===== config.mk =====
export PLATFORM = sky130hd
export DESIGN_NAME = pack_upsizer
export DESIGN_NICKNAME = d
export VERILOG_FILES = /design/src/rtl/pack_upsizer_pkg.sv /design/src/rtl/pack_upsizer.sv
export SDC_FILE = /design/constraint.sdc
export NUM_CORES = 1
export LEC_CHECK = 0
export ABC_AREA = 1
export CAP_MARGIN = 20
export CORE_MARGIN = 3
export CORE_UTILIZATION = 60
export DETAILED_ROUTE_END_ITERATION = 8
export DONT_BUFFER_PORTS = 1
export MAX_ROUTING_LAYER = met4
export PLACE_DENSITY_LB_ADDON = 0.2
export SETUP_SLACK_MARGIN = 0.05
export SYNTH_ARGS = -nofsm -noshare
export SYNTH_HDL_FRONTEND = slang
export SYNTH_SLANG_ARGS = --single-unit

===== constraint.sdc =====
create_clock -name clk_i -period 1.75 [get_ports clk_i]
set_input_delay 0.525 -clock clk_i [delete_from_list [all_inputs] [get_ports clk_i]]
set_output_delay 0.525 -clock clk_i [all_outputs]
set_load 0.02 [all_outputs]

===== src/rtl/pack_upsizer_pkg.sv =====
// Shared sizing helpers for the width up-converter.
package pack_upsizer_pkg;

  localparam int unsigned DEF_WIDTH = 8;
  localparam int unsigned DEF_RATIO = 4;
  // Lane-index width for the default ratio; instances derive their own via idx_width().
  localparam int unsigned DEF_IDX_W = $clog2(DEF_RATIO);

  function automatic int unsigned count_width(input int unsigned ratio);
    return $clog2(ratio + 1);
  endfunction

  function automatic int unsigned idx_width(input int unsigned ratio);
    return (ratio > 1) ? $clog2(ratio) : 1;
  endfunction

endpackage


===== src/rtl/pack_upsizer.sv =====
// Packs ratio_p narrow words into one wide word; last_i flushes a partial word early.
module pack_upsizer
  import pack_upsizer_pkg::*;
#(
  parameter int unsigned width_p = DEF_WIDTH,
  parameter int unsigned ratio_p = DEF_RATIO
) (
  input  logic                                clk_i,
  input  logic                                reset_i,
  input  logic                                valid_i,
  input  logic [width_p-1:0]                  data_i,
  input  logic                                last_i,
  output logic                                ready_o,
  output logic                                valid_o,
  output logic [width_p*ratio_p-1:0]          data_o,
  output logic [count_width(ratio_p)-1:0]     count_o,
  output logic                                last_o,
  input  logic                                ready_i
);

  localparam int unsigned IDX_W = idx_width(ratio_p);
  localparam int unsigned CNT_W = count_width(ratio_p);
  localparam int unsigned DW    = width_p * ratio_p;
  localparam logic [IDX_W-1:0] LAST_IDX = IDX_W'(ratio_p - 1);

  logic [IDX_W-1:0] idx_q, idx_d;
  logic [DW-1:0]    data_q, data_d;
  logic [CNT_W-1:0] count_q, count_d;
  logic             valid_q, valid_d;
  logic             last_q, last_d;

  logic in_xfer;
  logic out_xfer;
  logic complete;

  assign ready_o  = ~reset_i & (~valid_q | ready_i);
  assign in_xfer  = valid_i & ready_o;
  assign out_xfer = valid_q & ready_i;
  assign complete = in_xfer & ((idx_q == LAST_IDX) | last_i);

  assign valid_o = valid_q;
  assign data_o  = data_q;
  assign count_o = count_q;
  assign last_o  = last_q;

  always_comb begin
    idx_d   = idx_q;
    data_d  = data_q;
    count_d = count_q;
    valid_d = valid_q;
    last_d  = last_q;

    // Lane 0 of a new word clears the remaining lanes so a flushed partial word reads zero above its fill.
    if (in_xfer) begin
      for (int unsigned k = 0; k < ratio_p; k++) begin
        if (IDX_W'(k) == idx_q) begin
          data_d[k*width_p +: width_p] = data_i;
        end else if (idx_q == '0) begin
          data_d[k*width_p +: width_p] = '0;
        end
      end
    end

    if (complete) begin
      valid_d = 1'b1;
      count_d = CNT_W'(idx_q) + CNT_W'(1);
      last_d  = last_i;
      idx_d   = '0;
    end else begin
      if (in_xfer) begin
        idx_d = idx_q + IDX_W'(1);
      end
      if (out_xfer) begin
        valid_d = 1'b0;
      end
    end
  end

  always_ff @(posedge clk_i or posedge reset_i) begin
    if (reset_i) begin
      idx_q   <= '0;
      data_q  <= '0;
      count_q <= '0;
      valid_q <= 1'b0;
      last_q  <= 1'b0;
    end else begin
      idx_q   <= idx_d;
      data_q  <= data_d;
      count_q <= count_d;
      valid_q <= valid_d;
      last_q  <= last_d;
    end
  end

endmodule


==> results by group <==
Run status
  • Status: finished clean

Yosys
  • Post-Syn Nets: roughly 220
  • Cell accounting for the most synthesized area: dfrtp_1
  • Post-synth EDFFs: 0
  • Synth Register Bits: 39
  • Post-synthesis sequential area ratio: 55.2%
  • Area share of the largest cell type after synthesis: between 50 and 60%
  • Yosys warns: 0
  • Syn Inst Count: 205
  • Most common cell in the netlist: nand2_1
  • Distinct cells, synth: 16
  • Top cells by area, synth: dfrtp_1, nand2_1, nand4_1
  • Top post-synthesis cells by count: nand2_1, dfrtp_1, nand4_1, inv_1, nor2_1
  • Ys flop type: dfrtp_1
  • Mean Syn Cell Area: between 8 and 9 um2
  • Post-synth ARST share: 100%
  • Post-Syn Area: 1770 um2

Floorplan
  • Die H: 60.3 um
  • Chip Width: 60.3 um
  • Initial core utilization: 63.6%
  • Die area: between 3000 and 4000 um2
  • IO Pins: 51
  • Core area: 2780 um2
  • Row count: 19

Timing
  • Fmax: just under 600 MHz
  • Clock Skews: 0.0121 ns
  • Hold_ws: 0.295 ns
  • Fin crit period: between 1.5 and 2 ns
  • Slew at the pin closest to its max-slew limit: 0.371 ns
  • Worst slew margin: 75.2%
  • Final setup viols: 0
  • Final Cycle Share: 95.8%
  • Pins Over Slew Limit: 0
  • Post-Route Setup TNS: 0 ns
  • RSZ-0062 raised after global routing: yes
  • Fin. Hold Viols: 0

Layout
  • Final #Nets: 231
  • Register area: 977 um2
  • Diode count: 0
  • Synth-to-layout area growth: 8.00%
  • Fin cells: 246
  • Layout cells sized above 1: 11.2%
  • Footprint of the multi-input gates: between 600 and 700 um2
  • Filler cell count: 236

GRT
  • Congestion Overflow GR: 0
  • First-pass GRT wire length: 6300 um
  • Overall routing resource usage: roughly 25%
  • Initial antenna violation count: 0
  • Largest net degree at the start of global routing: 27
  • Vias in the first global route: 1,354

Power
  • Leak: 1.08 nW
  • Pwr Density: 1550 nW/um2
  • Peak VDD IR: 1.40 mV

Clock network
  • Clock sinks: 39
  • Total CTS buffers: 5
  • Maximum clock path buffer count: 2
  • Clk Latency, worst-skew pair: 0.35 ns
  • Clock slew at reported path FFs: 0.11 ns
  • Root Driver: clkbuf_4
  • H-tree depth: 2
  • CTS tree: built

Setup path
  • Setup crit start kind: flop
  • Worst setup EP type: primary output
  • Crit Path Max Fanout: 7
  • Worst EP arrival: 1.15 ns
  • Type of the worst setup path: flop to primary output
  • Required @ worst endpoint: 1.22 ns

Drt
  • # DRC: 0
  • WL/cell: roughly 16 um
  • Pre-antenna DRT Iters: 4
  • Post-DRT Antenna Nets: 0
  • Via count: 1,412
  • Via density: between 5 and 6
  • Number of DRC markers in iteration 0: 84
  • Routed wire length: 3950 um

Flow run
  • Max-cap check violation count: 0

Place
  • Placed cells: 234
  • GP Congestion: 0.825
  • Dpl hpwl: 2870 um
  • # port buffers: 0

Hold path
  • HP Class: input port to flop
## critical path: stages, from the launching register on
cell and delay, ns:
dfrtp_2 0.49, a21oi_2 0.16, buf_6 0.16
## per-stage QoR
stage | power (mW) | instance area [um2] | util, % | setup slack, ns
after floorplan | 2.35 | 1770 | - | 0.273
after global placement | 2.48 | 1810 | 65.2 | 0.338
after detailed placement | 2.53 | 1810 | 65.2 | 0.205
after CTS | 2.97 | 1890 | 68.0 | 0.0606
after global routing | 3.16 | 1910 | 68.6 | 0.0132
final | 2.97 | 1910 | 68.6 | 0.0737
## what timing repair did
action                                  in CTS  in global routing
buffers inserted                             0                  2
gates resized for setup                      2                  1
endpoints found under the setup margin       1                 13
pin swaps                                    1                  2
hold buffers                                 2                  0
endpoints found under the hold margin        7                  0
## layout make-up
type / instances / share of cell area [%]
Clock buffer: 6 / 2.16
Clock inverter: 2 / 0.655
Inverter: 18 / 3.67
Multi-Input combinational cell: 140 / 35.8
Sequential cell: 39 / 51.2
Tap cell: 31 / 2.03
Timing Repair Buffer: 10 / 4.52
## path summary, 6_finish.rpt
check	start	endpoint	slack, ns	cells past startpoint
setup / recovery	valid_o	ready_o	0.07	2
hold / removal	data_i[1]	data_o[1]	0.29	2
setup reg to reg	idx_q[1]	data_o[12]	0.23	7
hold reg to reg	data_o[23]	data_o[23]	0.63	2
max in group asynchronous	reset_i	valid_o	0.48	3
min in group asynchronous	reset_i	data_o[0]	0.58	2
## placed cells by master, fill, tap and decap left out
cell,n
nand2_1,94
dfrtp_1,38
nand4_1,22
inv_1,17
nor2_1,10
buf_4,7
clkbuf_4,5
ha_1,4
nor2_4,2
nand4_2,2
o21a_1,2
nand2_4,1
inv_4,1
nand3_4,1
a21oi_2,1
nand3_1,1
clkinvlp_4,1
clkinv_2,1
clkbuf_1,1
dlymetal6s4s_1,1
dlygate4sd3_1,1
buf_6,1
dfrtp_2,1
## cell families (layout without fill, tap and decap cells)
logic type	Yosys count	count (layout)	synth area share [%]
AND/OR/NAND/NOR	133	133	34.5
flip-flops	39	39	55.2
buffers and inverters	26	36	6.37
adder cells (fa/ha/maj)	4	4	2.83
AO/OA/AOI/OAI	3	3	1.13
## flip-flops by register name (all words and copies together) (netlist names)
signal,flops
idx_q,2
valid_o,1
data_o,32
count_o,3
last_o,1
## report_power, final
group          internal (mW)  total [mW]  switching [mW]
clock network          0.155       0.441           0.286
logic                  0.239       0.615           0.376
registers               1.24        1.91           0.669
total                   1.64        2.97            1.33
## per-layer routing
| layer | part of all wire, % | up-vias | track usage [%] | wire (um) |
|---|---|---|---|---|
| li1 | - | 669 | - | - |
| met1 | 39 | 662 | 29.6 | 1530 |
| met2 | 49 | 72 | 38.1 | 1930 |
| met3 | 11 | 9 | 7.34 | 439 |
| met4 | 1.4 | 0 | 11.1 | 55 |
| met5 | 0 | - | - | 0 |
(Power assumes the default switching activity.)
